===== src/rtl/dsp_pkg.sv =====
// Shared definitions for the EX/MEM retire buffer: flag bit positions,
// default widths, occupancy states and the packed entry layout.
package dsp_pkg;

  localparam int FLAG_Z  = 0;
  localparam int FLAG_OV = 1;
  localparam int FLAG_C  = 2;
  localparam int FLAG_N  = 3;

  localparam int FLAGS_W      = 4;
  localparam int SATCNT_W_DEF = 16;

  typedef enum logic [1:0] {
    OCC_EMPTY = 2'd0,
    OCC_ONE   = 2'd1,
    OCC_FULL  = 2'd2
  } occ_e;

  // Entry layout, MSB first: {result, flags, saturate, rd, wb_en}
  function automatic int entry_w(input int data_w, input int rd_w);
    return data_w + FLAGS_W + 1 + rd_w + 1;
  endfunction

endpackage


===== src/rtl/skid_fifo2.sv =====
// Generic two-entry valid/ready FIFO with flush; slot0 is always the head so
// the output comes straight from a register.
//
//   state     | meaning
//   OCC_EMPTY | no entries, out_valid low
//   OCC_ONE   | slot0 holds the head
//   OCC_FULL  | slot0 head, slot1 next; input refused
module skid_fifo2
  import dsp_pkg::*;
#(
  parameter int W = 8
) (
  input  logic         clk,
  input  logic         rst,
  input  logic         flush,
  input  logic         in_valid,
  output logic         in_ready,
  input  logic [W-1:0] in_data,
  output logic         out_valid,
  input  logic         out_ready,
  output logic [W-1:0] out_data
);

  occ_e         occ_q;
  logic [W-1:0] slot0_q;
  logic [W-1:0] slot1_q;
  logic         push;
  logic         pop;

  assign in_ready  = !rst && (occ_q != OCC_FULL);
  assign out_valid = (occ_q != OCC_EMPTY);
  assign out_data  = slot0_q;
  assign push      = in_valid && in_ready;
  assign pop       = out_valid && out_ready;

  always_ff @(posedge clk or posedge rst) begin
    if (rst) begin
      occ_q   <= OCC_EMPTY;
      slot0_q <= '0;
      slot1_q <= '0;
    end else if (flush) begin
      occ_q <= OCC_EMPTY;
    end else begin
      case (occ_q)
        OCC_EMPTY: begin
          if (push) begin
            slot0_q <= in_data;
            occ_q   <= OCC_ONE;
          end
        end
        OCC_ONE: begin
          if (push && pop) begin
            slot0_q <= in_data;
          end else if (push) begin
            slot1_q <= in_data;
            occ_q   <= OCC_FULL;
          end else if (pop) begin
            occ_q <= OCC_EMPTY;
          end
        end
        OCC_FULL: begin
          // push is impossible here, so a pop simply promotes slot1
          if (pop) begin
            slot0_q <= slot1_q;
            occ_q   <= OCC_ONE;
          end
        end
        default: occ_q <= OCC_EMPTY;
      endcase
    end
  end

endmodule


===== src/rtl/ex_mem_retire_buffer.sv =====
// EX-to-MEM retire buffer: packs ALU results into a two-entry skid FIFO and
// keeps the DSP saturation status, which only moves when an entry retires.
module ex_mem_retire_buffer
  import dsp_pkg::*;
#(
  parameter int DATA_W   = 32,
  parameter int RD_W     = 5,
  parameter int SATCNT_W = SATCNT_W_DEF
) (
  input  logic                clk,
  input  logic                rst,
  input  logic                in_valid,
  output logic                in_ready,
  input  logic [DATA_W-1:0]   in_result,
  input  logic [3:0]          in_flags,
  input  logic                in_saturate,
  input  logic [RD_W-1:0]     in_rd,
  input  logic                in_wb_en,
  output logic                out_valid,
  input  logic                out_ready,
  output logic [DATA_W-1:0]   out_result,
  output logic [3:0]          out_flags,
  output logic [RD_W-1:0]     out_rd,
  output logic                out_wb_en,
  input  logic                flush,
  input  logic                sat_clr,
  output logic                sat_sticky,
  output logic [SATCNT_W-1:0] sat_count
);

  localparam int EW = entry_w(DATA_W, RD_W);

  logic [EW-1:0]       in_entry;
  logic [EW-1:0]       head;
  logic                head_valid;
  logic [DATA_W-1:0]   head_result;
  logic [3:0]          head_flags;
  logic                head_sat;
  logic [RD_W-1:0]     head_rd;
  logic                head_wb_en;
  logic                retire;
  logic                sat_event;
  logic                sat_sticky_q, sat_sticky_d;
  logic [SATCNT_W-1:0] sat_count_q, sat_count_d;

  assign in_entry = {in_result, in_flags, in_saturate, in_rd, in_wb_en};

  skid_fifo2 #(
    .W(EW)
  ) u_fifo (
    .clk      (clk),
    .rst      (rst),
    .flush    (flush),
    .in_valid (in_valid),
    .in_ready (in_ready),
    .in_data  (in_entry),
    .out_valid(head_valid),
    .out_ready(out_ready),
    .out_data (head)
  );

  assign {head_result, head_flags, head_sat, head_rd, head_wb_en} = head;

  // Slots keep stale data after a flush or pop, so the payload is masked
  assign out_valid  = head_valid;
  assign out_result = head_valid ? head_result : '0;
  assign out_flags  = head_valid ? head_flags : '0;
  assign out_rd     = head_valid ? head_rd : '0;
  assign out_wb_en  = head_valid && head_wb_en;

  // A retire coinciding with flush still counts: MEM already took the entry
  assign retire    = head_valid && out_ready;
  assign sat_event = retire && head_sat && head_flags[FLAG_OV];

  always_comb begin
    sat_sticky_d = sat_sticky_q;
    sat_count_d  = sat_count_q;
    if (sat_event) begin
      sat_sticky_d = 1'b1;
      if (sat_clr) begin
        sat_count_d = SATCNT_W'(1);
      end else if (!(&sat_count_q)) begin
        sat_count_d = sat_count_q + SATCNT_W'(1);
      end
    end else if (sat_clr) begin
      sat_sticky_d = 1'b0;
      sat_count_d  = '0;
    end
  end

  always_ff @(posedge clk or posedge rst) begin
    if (rst) begin
      sat_sticky_q <= 1'b0;
      sat_count_q  <= '0;
    end else begin
      sat_sticky_q <= sat_sticky_d;
      sat_count_q  <= sat_count_d;
    end
  end

  assign sat_sticky = sat_sticky_q;
  assign sat_count  = sat_count_q;

endmodule


===== config.mk =====
export PLATFORM = sky130hd
export DESIGN_NAME = ex_mem_retire_buffer
export DESIGN_NICKNAME = d
export VERILOG_FILES = /design/src/rtl/dsp_pkg.sv /design/src/rtl/skid_fifo2.sv /design/src/rtl/ex_mem_retire_buffer.sv
export SDC_FILE = /design/constraint.sdc
export NUM_CORES = 1
export LEC_CHECK = 0
export CAP_MARGIN = 20
export CORE_UTILIZATION = 51
export DETAILED_ROUTE_END_ITERATION = 16
export HOLD_SLACK_MARGIN = 0.05
export PLACE_DENSITY_LB_ADDON = 0.08
export SLEW_MARGIN = 10
export SYNTH_ARGS = -nofsm -noshare
export SYNTH_HDL_FRONTEND = slang
export SYNTH_SLANG_ARGS = --single-unit

===== constraint.sdc =====
create_clock -name clk -period 4.4 [get_ports clk]
set_clock_uncertainty 0.1 [all_clocks]
set_input_delay 0.66 -clock clk [delete_from_list [all_inputs] [get_ports clk]]
set_output_delay 0.66 -clock clk [all_outputs]
set_load 0.02 [all_outputs]

== Word-level counts from Yosys, hierarchy flattened ==
Cells that the tools add are included.
W data, S select, Z words.

* Register bits: 105
* Output and inout bits: 61
* Word-level logic and storage cells: 56

* Add/subtract/negate cells: 1
* Equality and inequality tests: 11
* Muxes and demuxes: 20
* Bitwise gates (word level): 2
* Reduce and logical (&&, ||, !) cells: 17

{| class="wikitable"
|+ Operators with widths
! operator !! number
|-
| $mux W43 || 3
|-
| $pmux W43 S3 || 1
|-
| $mux W16 || 4
|-
| $mux W32 || 1
|-
| $add A16 B1 Y16 const B || 1
|-
| $reduce_and A16 Y1 || 1
|-
| $mux W2 || 6
|-
| $reduce_and A4 Y1 || 2
|-
| $logic_and A1 B1 Y1 || 7
|-
| $ne A2 B2 Y1 const B || 3
|-
| $ne A3 B3 Y1 const B || 2
|-
| $pmux W2 S3 || 1
|-
| $mux W5 || 1
|-
| $reduce_and A5 Y1 || 1
|-
| $mux W4 || 1
|-
| $ne A2 B1 Y1 const B || 2
|-
| $ne A4 B3 Y1 const B || 1
|-
| $reduce_bool A2 Y1 || 2
|-
| $ne A3 B2 Y1 const B || 1
|-
| $reduce_bool A3 Y1 || 1
|-
| $eq A2 B1 Y1 const B || 1
|-
| $eq A2 B2 Y1 const B || 1
|-
| $logic_not A2 Y1 || 1
|-
| $mux W1 || 2
|-
| other kinds (3) || 4
|}

== Logic depth before layout (Yosys ltp) ==
* Word-level depth: 7
* Mapped depth: 6
* Mapped depth without buffers: 5

== Cells and area by module ==
Synthesis repeated with hierarchy kept, for this count alone.

* Cell total of the unflattened synthesis: 455
* Area total of the unflattened synthesis: 5021.1 µm²

{| class="wikitable"
|+ By module, submodules not included
! module !! instances !! cells each !! area an instance (µm²) !! seq. area each (µm²)
|-
| skid_fifo2 || 1 || 297 || 3736.1 || 2202.1
|-
| ex_mem_retire_buffer || 1 || 158 || 1285.0 || 425.4
|}

== Worst setup path after synthesis ==
OpenSTA, ideal clock, no wires.

* Path kind: input-to-reg
* Start: in out_ready
* End: reg sat_count_q[12] (netlist: sat_count[12])
* Arrival time: 2.027 ns
* Required time: 4.231 ns
* Path slack: 2.204 ns
* Stages on the path: 5
* Path through: buf_4 -> o2111ai_4 -> or4_4 -> or4_1 -> nand3_1

* Word-level cells in the longest chain between the ends: 5
* Elaborated cells on any way between the ends: 6
* Those cells by class: mux: 1; reduce/logical: 5

{| class="wikitable"
|+ Ends and longest elaborated chain
! element !! RTL line !! source
|-
| from (decl) || ex_mem_retire_buffer.sv:20 || <nowiki>input logic out_ready,</nowiki>
|-
| $logic_and A1 B1 Y1 (*) || ex_mem_retire_buffer.sv:72 || <nowiki>assign retire = head_valid && out_ready;</nowiki>
|-
| $logic_and A1 B1 Y1 (*) (2 in a row) || ex_mem_retire_buffer.sv:73 || <nowiki>assign sat_event = retire && head_sat && head_flags[FLAG_OV];</nowiki>
|-
| $reduce_bool A2 Y1 (no line) || -- ||
|-
| $reduce_and A2 Y1 (no line) || -- ||
|-
| to (signal assigned) || ex_mem_retire_buffer.sv:97 || <nowiki>sat_count_q <= sat_count_d;</nowiki>
|-
| to (decl) || ex_mem_retire_buffer.sv:44 || <nowiki>logic [SATCNT_W-1:0] sat_count_q, sat_count_d;</nowiki>
|}

Mark *: on every way between the ends. The rest lies on a longest branch, timed or not.
A chain may end at the register's enable or synchronous reset.

== Worst setup path after layout ==
* Start: reg u_fifo.occ_q[0]
* End: out out_result[1]

* Word-level cells in the longest chain between the ends: 2

{| class="wikitable"
|+ Ends and longest elaborated chain
! element !! RTL line !! source
|-
| from (decl) || skid_fifo2.sv:24 || <nowiki>occ_e occ_q;</nowiki>
|-
| from (signal assigned) || skid_fifo2.sv:38 || <nowiki>occ_q <= OCC_EMPTY;</nowiki>
|-
| from (signal assigned) || skid_fifo2.sv:42 || <nowiki>occ_q <= OCC_EMPTY;</nowiki>
|-
| from (signal assigned) || skid_fifo2.sv:48 || <nowiki>occ_q <= OCC_ONE;</nowiki>
|-
| $reduce_bool A2 Y1 || skid_fifo2.sv:31 || <nowiki>assign out_valid = (occ_q != OCC_EMPTY);</nowiki>
|-
| $mux W32 || ex_mem_retire_buffer.sv:66 || <nowiki>assign out_result = head_valid ? head_result : '0;</nowiki>
|-
| to (decl) || ex_mem_retire_buffer.sv:21 || <nowiki>output logic [DATA_W-1:0] out_result,</nowiki>
|}

Every way passes these cells.

==> impl_metrics.json <==
{
  "status": "completed",
  "met1_length_um": 4570,
  "setup_viol": 0,
  "sw_frac_of_total": 0.252,
  "synthDistinctLibCells": 39,
  "final_cell_area_um2": 6410,
  "r2r-start": "u_fifo.occ_q[0]$_DFFE_PP0P_",
  "clock-sinks": 105,
  "clock-root-buffer": "clkbuf_8",
  "cts_buffers": 9,
  "max_cap_viol_count": 0,
  "slew_viol_final": 0,
  "syn-num-nets": 498,
  "fin_crit_ps": 3360,
  "cpMaxStageDelayCell": "nor2_4",
  "synth.area.top_cells": "dfrtp_1, mux2_2, mux2i_1, nor2b_1, a21oi_1",
  "p_clk_frac": 0.307,
  "detailed_place_hpwl_um": 6650,
  "ctsResizeCount": 0,
  "rsz0062_at_grt": "no",
  "gp_congestion": 0.739,
  "comb_power_share": 0.191,
  "synth_edf_count": 0,
  "syn_to_final_growth_pct": 28.8,
  "cts_buffer_depth": 2,
  "vdd_drop_max_uv": 196,
  "ys_async_sr_fraction": 1.00,
  "path_clk_slew_ps": 90,
  "place_area_um2": 6150,
  "cts_tree": "yes",
  "min_delay_path_depth": 1,
  "tns_ps": 0,
  "post-synth-top-area-fraction": 0.528,
  "fmax_mhz": 298,
  "htreeDepth": 3,
  "met2_length_um": 4890,
  "antenna_found_initial": 0,
  "drive_gt1_frac": 0.127,
  "p_leak_nw": 2.57,
  "overflow": 0,
  "synth_seq_cells": 105,
  "ioPinCount": 110,
  "post-route-drc-count": 0,
  "finalHoldViolCount": 0,
  "synth_area_leader_cell": "dfrtp_1",
  "vias_per_cell": 5.30,
  "min-delay-start": "u_fifo.slot1_q[7]$_DFFE_PP0P_",
  "rrSetupSlack_ps": 1730,
  "synth_cells": 448,
  "yosysMostFrequentCell": "dfrtp_1",
  "ant_nets": 0,
  "synthesis.area_um2": 4970,
  "port_buffers": 109,
  "synth_flop_cell": "dfrtp_1",
  "via_count": 3602,
  "ys_seq_area_frac": 0.528,
  "grt_max_degree": 87,
  "crit_path_max_fanout": 43,
  "grt_pass1_vias": 3606,
  "startpoint_type": "flop",
  "cpPeakStageDelay_ps": 890,
  "drtPass1Iterations": 4,
  "p_switching_uw": 611,
  "r2r-end": "u_fifo.out_data[30]$_DFFE_PP0P_",
  "hp-class": "reg2reg",
  "yosys_warnings": 0,
  "fp.dieH_um": 101,
  "post-route-period-util": 0.763,
  "fin_nets": 595,
  "internal-power_mw": 1.82,
  "cp-end-kind": "primary output",
  "wl_per_cell_um": 14.9,
  "reg2reg_depth": 5,
  "wl_met3_um": 468,
  "p_per_area_nw_per_um2": 379,
  "grtUsageTotal": 0.214,
  "num_rows": 35,
  "critPathKind": "reg2out",
  "cp.arrival_ps": 2600,
  "synth_common_cells": "dfrtp_1, nor2_1, a21oi_1",
  "relSlewSlack": 0.294,
  "fp.dieArea_um2": 10200,
  "p_seq_frac": 0.502,
  "grt_pass1_wl_um": 16900,
  "worst_pin_slew_ps": 1060,
  "wirelength_um": 10100,
  "antenna_cells": 0,
  "postCtsSetupBuffers": 0,
  "top_layer_used": "met4",
  "drt_iter0_drc": 90,
  "synth.avg_cell_area_um2": 11.1,
  "worstPathRequired_ps": 3640,
  "coreArea_um2": 9330,
  "hold_buffers": 0,
  "hold_path_end": "u_fifo.slot1_q[7]$_DFFE_PP0P_",
  "cp_cell_sequence": "nor2_4 -> nor2b_1 -> clkdlybuf4s50_1",
  "clock_latency_ps": 360,
  "initial_core_util": 0.533,
  "die_w_um": 101
}
## power groups by stage
stage                     clock (mW)  combinational [mW]  sequential (mW)
after floorplan                    0               0.303             1.21
after global placement             0               0.456             1.23
after detailed placement           0               0.471             1.24
after CTS                      0.770               0.473             1.22
after global routing           0.808               0.512             1.24
final                          0.745               0.465             1.22
## layout by cell type, fill, tap and decap left out, types with 2 or more instances in the layout
cell,count
o211ai_1,2
or4_1,2
inv_1,8
a21oi_1,49
nand2_1,6
nand4_1,6
xor2_1,3
mux2_2,43
mux2i_1,46
clkbuf_8,9
nand3_1,7
clkdlybuf4s50_1,109
nor4_1,5
nor3_1,5
dfrtp_1,105
o2bb2ai_1,2
xnor2_1,6
clkbuf_1,2
nor2_1,51
bufinv_16,4
buf_4,5
nor2b_1,44
o21ai_0,10
## stage by stage
step / instances / util / setup WS [ps] / hold WS (ps) / power [mW]
2_1_floorplan: 448 / - / 879 / 379 / 1.51
3_3_place_gp: 663 / 0.659 / 1170 / 387 / 1.68
3_5_place_dp: 663 / 0.659 / 1120 / 394 / 1.71
4_1_cts: 679 / 0.687 / 972 / 416 / 2.46
5_1_grt: 679 / 0.687 / 873 / 435 / 2.56
6_report: 679 / 0.687 / 1040 / 412 / 2.43
## critical path, delay by kind of cell (launching register included)
family	cells	cell delay, ps
and+or+nand+nor	2	1070
DFF	1	560
buffers and inverters	1	600
## final cells by class
class	instances	area (µm²)
fill	755	2920
sequential	105	2630
multi-input combinational	306	2190
timing repair buffer	114	1130
tap	129	161
clock buffer	11	131
clock inverter	5	128
inverter	9	36.3
## how the worst max path moves through the flow
stage                           startpoint                             end  slack, ps  cells after the start
2_1_floorplan                          rst        sat_count[0]$_DFFE_PP0P_        880                      1
3_3_place_gp                           rst  u_fifo.slot1_q[23]$_DFFE_PP0P_       1170                      5
3_5_place_dp                           rst  u_fifo.slot1_q[27]$_DFFE_PP0P_       1120                      5
4_1_cts        u_fifo.occ_q[0]$_DFFE_PP0P_                   out_result[9]        970                      3
5_1_grt        u_fifo.occ_q[0]$_DFFE_PP0P_                   out_result[1]        870                      3
6_report       u_fifo.occ_q[0]$_DFFE_PP0P_                   out_result[1]       1040                      3
## state kept, by name, indices dropped and copies added, names as in the netlist
signal / flops
u_fifo.out_data: 43
u_fifo.slot1_q: 43
sat_count: 16
u_fifo.occ_q: 2
sat_sticky: 1
## cells by family after synthesis
kind of cell / synth area share
simple gates: 0.144
fa+ha+maj: 0.00251
compound gates: 0.0827
mux: 0.190
xor+xnor: 0.0158
buf+inv: 0.0367
flops: 0.528
## layer usage
layer  track usage  vias to the layer above
li1              -                     1748
met1         0.271                     1759
met2         0.361                       80
met3        0.0444                       15
met4        0.0870                        0
met5             0                        -
(Power assumes the default switching activity.)
